--- config.mk ---
export PLATFORM = sky130hd
export DESIGN_NAME = alu
export DESIGN_NICKNAME = d
export VERILOG_FILES = /design/src/rtl/alu.sv
export SDC_FILE = /design/constraint.sdc
export NUM_CORES = 1
export LEC_CHECK = 0
export ABC_AREA = 1
export CAP_MARGIN = 20
export CORE_ASPECT_RATIO = 0.5
export CORE_MARGIN = 2
export CORE_UTILIZATION = 55
export DETAILED_ROUTE_END_ITERATION = 12
export PLACE_DENSITY = 0.87
export SLEW_MARGIN = 20
export SYNTH_ARGS = -nofsm -noshare
export SYNTH_HDL_FRONTEND = slang
export SYNTH_SLANG_ARGS = --single-unit
--- constraint.sdc ---
create_clock -name clk -period 2.8 [get_ports clk]
set_input_delay 0.56 -clock clk [delete_from_list [all_inputs] [get_ports clk]]
set_output_delay 0.56 -clock clk [all_outputs]
set_load 0.03 [all_outputs]
--- src/rtl/alu.sv ---
// Registered two-operand ALU (ADD/SUB/AND/OR) with zero/carry/overflow flags, latency 1.
// Optional signed saturation for ADD/SUB when ALU_SAT_EN is defined.
module alu #(
    parameter int WIDTH = 32
) (
    input  logic             clk,
    input  logic             rst_n,
    input  logic             in_valid,
    input  logic [WIDTH-1:0] c,
    input  logic [WIDTH-1:0] d,
    input  logic [1:0]       control,
    output logic [WIDTH-1:0] result,
    output logic             out_valid,
    output logic             zero,
    output logic             carry,
    output logic             overflow
);

    typedef enum logic [1:0] {
        OP_ADD = 2'b00,
        OP_SUB = 2'b01,
        OP_AND = 2'b10,
        OP_OR  = 2'b11
    } op_e;

    localparam logic [WIDTH-1:0] SAT_MAX = {1'b0, {(WIDTH-1){1'b1}}};
    localparam logic [WIDTH-1:0] SAT_MIN = {1'b1, {(WIDTH-1){1'b0}}};

    logic [WIDTH-1:0] result_d, result_q;
    logic             out_valid_d, out_valid_q;
    logic             zero_d, zero_q;
    logic             carry_d, carry_q;
    logic             overflow_d, overflow_q;

    logic [WIDTH:0]   sum_ext;
    logic [WIDTH:0]   diff_ext;
    logic [WIDTH-1:0] op_result;
    logic             op_carry;
    logic             op_overflow;
    op_e              op;

    always_comb begin
        op          = op_e'(control);
        sum_ext     = {1'b0, c} + {1'b0, d};
        // The extra top bit of the widened difference is the unsigned borrow.
        diff_ext    = {1'b0, c} - {1'b0, d};
        op_result   = '0;
        op_carry    = 1'b0;
        op_overflow = 1'b0;
        case (op)
            OP_ADD: begin
                op_result   = sum_ext[WIDTH-1:0];
                op_carry    = sum_ext[WIDTH];
                op_overflow = (c[WIDTH-1] == d[WIDTH-1]) &&
                              (sum_ext[WIDTH-1] != c[WIDTH-1]);
            end
            OP_SUB: begin
                op_result   = diff_ext[WIDTH-1:0];
                op_carry    = diff_ext[WIDTH];
                op_overflow = (c[WIDTH-1] != d[WIDTH-1]) &&
                              (diff_ext[WIDTH-1] != c[WIDTH-1]);
            end
            OP_AND: op_result = c & d;
            OP_OR:  op_result = c | d;
            default: op_result = '0;
        endcase
`ifdef ALU_SAT_EN
        // On overflow the true result has the sign of c, so clamp toward that sign.
        if (op_overflow) begin
            op_result = c[WIDTH-1] ? SAT_MIN : SAT_MAX;
        end
`endif
    end

    always_comb begin
        result_d    = result_q;
        carry_d     = carry_q;
        overflow_d  = overflow_q;
        out_valid_d = 1'b0;
        if (in_valid) begin
            result_d    = op_result;
            carry_d     = op_carry;
            overflow_d  = op_overflow;
            out_valid_d = 1'b1;
        end
        zero_d = (result_d == '0);
    end

    always_ff @(posedge clk) begin
        if (!rst_n) begin
            result_q    <= '0;
            out_valid_q <= 1'b0;
            zero_q      <= 1'b1;
            carry_q     <= 1'b0;
            overflow_q  <= 1'b0;
        end else begin
            result_q    <= result_d;
            out_valid_q <= out_valid_d;
            zero_q      <= zero_d;
            carry_q     <= carry_d;
            overflow_q  <= overflow_d;
        end
    end

    assign result    = result_q;
    assign out_valid = out_valid_q;
    assign zero      = zero_q;
    assign carry     = carry_q;
    assign overflow  = overflow_q;

    // Saturation bounds are referenced only when ALU_SAT_EN is defined.
    logic unused_sat;
    assign unused_sat = ^{SAT_MAX, SAT_MIN};

endmodule

==> out/results.ini, run 1 <==
[logic_synthesis]
yosys.area_share.simple = 0.4529
synth_seq_cells = 36
synth-adder-area-share = 0.1667
avgSynthCellArea_um2 = 5.307
yosysWarnings = 0
ys_types = 36
syn-cell-area_um2 = 8045
syn_inst = 1516
synth.area.mux_share = 0
synth_nets = 1691
ys_seq_area_frac = 0.08958
yosys-top-cells-area = nand2_1, ha_1, inv_1
synthDominantCellAreaShare = 0.2305
synth_top_family_by_area = simple AND/OR/NAND/NOR gates
yosys.area.top_type = nand2_1
yosys.area_share.xor_xnor = 0.003266
synth-compound-area-share = 0.1030

[place]
place_area_um2 = 11030
gp_congestion = 1.244
dp_cells = 2037
hpwl_mm = 26.86
io_buffers = 104

[global_routing]
grtUsageTotal = 0.9377
grt-ovfl-total = 702
grt_max_degree = 29

[outcome]
status = aborted with a tool error
tool.error = [ERROR GRT-0232] Routing congestion too high. Check the congestion heatmap in the GUI.
stop_stage = 5_1_grt

[die]
die_w_um = 175.0
initial_core_util = 0.5591
rows = 31
ios = 105
die_h_um = 89.52

[timing]
worstEpCategory = sequential cell input
worst_endpoint = zero$_SDFF_PN1_/D

[clock_tree]
hold_buffers = 0
clockBufferDepth = 2
cts_max_level = 2
cts.sinks = 36
root_buffer = clkbuf_16
cts_buffers = 5

-- metal layers --
metal | track usage | overflow
met1 | 0.8828 | 69
met2 | 1.120 | 405
met3 | 0.8031 | 41
met4 | 1.052 | 182
met5 | 0.5714 | 5
-- kinds of logic after synthesis --
logic type	count (synthesis)
xor+xnor	3
fa+ha+maj	106
simple gates	863
compound gates	148
flops	36
buf+inv	360
-- through the flow --
stage / TNS (ns) / utilization / setup slack (ns)
after floorplan: 0 / - / 0.2707
after global placement: -5.894 / 0.7667 / -0.5615
after detailed placement: -8.986 / 0.7667 / -0.6426
after CTS: 0 / 0.8414 / 0.002190
-- repair_timing --
action	in CTS
setup endpoints to repair	14
gates cloned	0
gates resized for setup	250
pin swaps	75
setup buffers	26
-- synthesized netlist by cell type (all sizes together) --
library cell,n
ha,104
and2,1
o21bai,10
a21oi,66
o221ai,1
nand3,139
o21a,1
dfxtp,36
nor3,17
clkinv,1
a31oi,1
a211oi,1
inv,314
nand3b,1
xor2,3
nand4,30
buf,34
nor2,165
or2,6
o22ai,13
fa,2
clkbuf,11
a21boi,1
o21ai,48
o211ai,6
nand2,504
==> run 2: changes to the inputs <==
Settings changed: CORE_ASPECT_RATIO 0.5 to not set, CORE_UTILIZATION 55 to 40, PLACE_DENSITY 0.87 to not set, PLACE_DENSITY_LB_ADDON set to 0.15.
==> run 2 against run 1 <==
Against the previous run:
- the flow now finishes without violations
- area after synthesis stayed put
- synthesized cell count did not move
==> out/results.ini, run 2 <==
[logic_synthesis]
synth.area.mux_share = 0  ; unchanged
synth_seq_cells = 36  ; unchanged
synthDominantCellAreaShare = 0.2305  ; unchanged
async_reset_ff_frac = 0  ; unchanged
synth_nets = 1691  ; unchanged
syn-cell-area_um2 = 8045  ; unchanged
ys_types = 36  ; unchanged
synth_edf_count = 0  ; unchanged
avgSynthCellArea_um2 = 5.307  ; unchanged
synth-main-ff-cell = dfxtp_1
synth_most_common_cell = nand2_1
syn_inst = 1516  ; unchanged
synth-compound-area-share = 0.1030  ; unchanged
yosysWarnings = 0  ; unchanged
yosys-top-cells-area = nand2_1, ha_1, inv_1
yosys.area.top_type = nand2_1
ys_seq_area_frac = 0.08958  ; unchanged
synth_top_family_by_area = simple AND/OR/NAND/NOR gates
yosys.area_share.simple = 0.4529  ; unchanged
yosys.area_share.xor_xnor = 0.003266  ; unchanged
synth-adder-area-share = 0.1667  ; unchanged
ys_top_cells_by_count = nand2_1, inv_1, nor2_1, nand3_1, ha_1

[die]
die_w_um = 145.8  ; -17%
rows = 51  ; +65%
coreArea_um2 = 19590
die_h_um = 145.8  ; +63%
dieArea_um2 = 21260
initial_core_util = 0.4107  ; -0.1484
ios = 105  ; unchanged

[setup_path]
critPathLaunchType = input port
crit_required_ns = 2.97
path_depth = 19
cp_top_family = buffers and inverters
slowest_stage = clkdlybuf4s50_1
path_buf_inv = 5
cpPeakStageDelay_ns = 0.48
crit_chain = clkdlybuf4s50_1 -> inv_1 -> buf_4 -> ha_1 -> inv_1 -> o21ai_0 -> a21oi_1 -> nand2_1 -> a21oi_1 -> buf_4 -> nand2_1 -> nand2_1 -> nand3_1 -> a21oi_2 -> nor2_1 -> nand2_1 -> nor2_1 -> nand3_1 -> nand2_1
crit_path_end_kind = flop
startpoint = d[27]
crit_arrival_ns = 2.88
crit_type = input port to flop
r2r_start = result[2]$_SDFF_PN0_
r2r_end = zero$_SDFF_PN1_
r2r_slack_ns = 1.21
worst_r2r_path_depth = 11
crit_top_cell = nand2_1
cp-endpoint = zero$_SDFF_PN1_
cp_max_fo = 2

[detailed_routing]
ant_nets = 0
drt_first_pass_iters = 6
wl_per_cell_um = 16.57
drcViolationCount = 0
num_vias = 11010
drtIter0Drc = 877
drt-vias-per-instance = 5.026
routed_wl_mm = 36.30

[timing]
slew_violations = 0
setup_violations = 0
relSlewSlack = 0.7193
finalHoldViolCount = 0
clock_skew_ns = 0.002244
fmax_ghz = 0.3677
fin_crit_ns = 2.720
fin_ws_ns = 0.08028
worst_slew_pin_slew_ns = 0.4166
setup-tns-final_ns = 0
finalCritPeriodShare = 0.9713

[min_path]
hp-class = flop to flop
holdPathStages = 2

[place]
gp_congestion = 1.036  ; -17%
io_buffers = 104  ; unchanged
place_area_um2 = 11460  ; +3.9%
hpwl_mm = 29.46  ; +9.7%
pre_cts_ws_ns = -0.6588  ; -0.01625 ns

[clock_tree]
cts_buffers = 5  ; unchanged
clockBufferDepth = 2  ; unchanged
clock_latency_ns = 0.28
tritoncts = done
cts_max_level = 2  ; unchanged
path_clk_slew_ns = 0.05
hold_buffers = 0  ; unchanged
root_buffer = clkbuf_16
cts.sinks = 36  ; unchanged

[power_and_ir_drop]
vdd_ir_drop_max_mv = 0.2862
leakage_nw = 7.304
pwr_density_cell_nw_per_um2 = 292.3

[global_routing]
met1_usage = 0.4215
grt_use_met2 = 0.5486
grt_busiest_layer = met2
grt_pass1_wl_mm = 54.17
grt_use_met3 = 0.04138
grt_max_degree = 34
grt-ovfl-total = 0
grtUsageTotal = 0.3225
antenna_found_initial = 0
grt_pass1_vias = 10290

[layout]
final_common_cell = nand2_1
finalInstanceArea_um2 = 13480
diodes = 0
layout_common_cells = nand2_1, buf_4, inv_1, nand3_1, nand2_2
area_delta_synth_final_pct = 67.50
drive_above_1_share = 0.3941
nets = 2100
largest_register_ffs = 32

[job]
max-cap-violations = 0

[outcome]
status = finished clean

[run 2: cell counts after synthesis]
No cell type changed its count.
[run 2: cell type report]
type | instances | area, µm²
clock buffer | 5 | 125.1
multi-input combinational | 1120 | 7306
sequential | 36 | 720.7
fill | 1840 | 6115
clock inverter | 3 | 42.54
timing repair buffer | 447 | 3764
inverter | 315 | 1186
tap | 265 | 331.6
[run 2: per-stage QoR]
stage / hold WS, ns / utilization / cells / total power [mW]
after floorplan: 0.5949 / - / 1516 / 1.714
after global placement: 0.4540 / 0.5850 / 2141 / 2.776
after detailed placement: 0.4660 / 0.5850 / 2141 / 2.788
after CTS: 0.4735 / 0.6493 / 2172 / 3.698
after global routing: 0.5083 / 0.6879 / 2191 / 4.171
final: 0.4684 / 0.6879 / 2191 / 3.939
[run 2: worst min-delay path by stage]
stage                     slack, ns                  start                    end
after floorplan                0.59  overflow$_SDFFE_PN0P_  overflow$_SDFFE_PN0P_
after global placement         0.45  overflow$_SDFFE_PN0P_  overflow$_SDFFE_PN0P_
after detailed placement       0.47  overflow$_SDFFE_PN0P_  overflow$_SDFFE_PN0P_
after CTS                      0.47  overflow$_SDFFE_PN0P_  overflow$_SDFFE_PN0P_
after global routing           0.51  overflow$_SDFFE_PN0P_  overflow$_SDFFE_PN0P_
final                          0.47  overflow$_SDFFE_PN0P_  overflow$_SDFFE_PN0P_
[run 2: routing by layer]
layer	vias to the layer above	wire (µm)
li1	5484	-
met1	5019	15780
met2	415	16690
met3	93	2375
met4	0	1460
met5	-	0
[run 2: timing repair]
action | 4_1_cts | 5_1_grt
pin swaps | 82 | 91
buffers inserted | 23 | 19
endpoints found under the setup margin | 19 | 16
cloned | 0 | 0
gates resized for setup | 300 | 225
[run 2: power by group]
part / internal, mW / leakage (nW) / total (mW) / switching, mW
clock network: 0.418 / 0.0798 / 0.626 / 0.208
registers: 0.554 / 0.298 / 0.579 / 0.0242
logic: 1.21 / 6.93 / 2.73 / 1.52
total: 2.19 / 7.30 / 3.94 / 1.75
[run 2: cells by family after synthesis]
logic type	count (synthesis)
xor gates and xnor gates	3
and+or+nand+nor	863
AOI/OAI and AO/OA	148
DFF	36
adders and majority gates	106
buffers and inverters	360
[run 2: worst reg2reg max path, cell delays in order (launching register included)]
cell and delay [ns]:
dfxtp_1 0.31, or2_2 0.27, o21a_1 0.12, nor2_1 0.10, nand3_1 0.09, nor2_1 0.10, nand3_1 0.09, nor2_1 0.11
nand2_1 0.08, nor2_1 0.12, nand3_1 0.08, nand2_1 0.05
Note: power is estimated with default switching activity, not from simulation.
==> run 3: changes to the inputs <==
Settings changed: CAP_MARGIN 20 to 10.
==> results of run 3 <==
No change in the layout: final DEF, timing and power equal those of run 2.
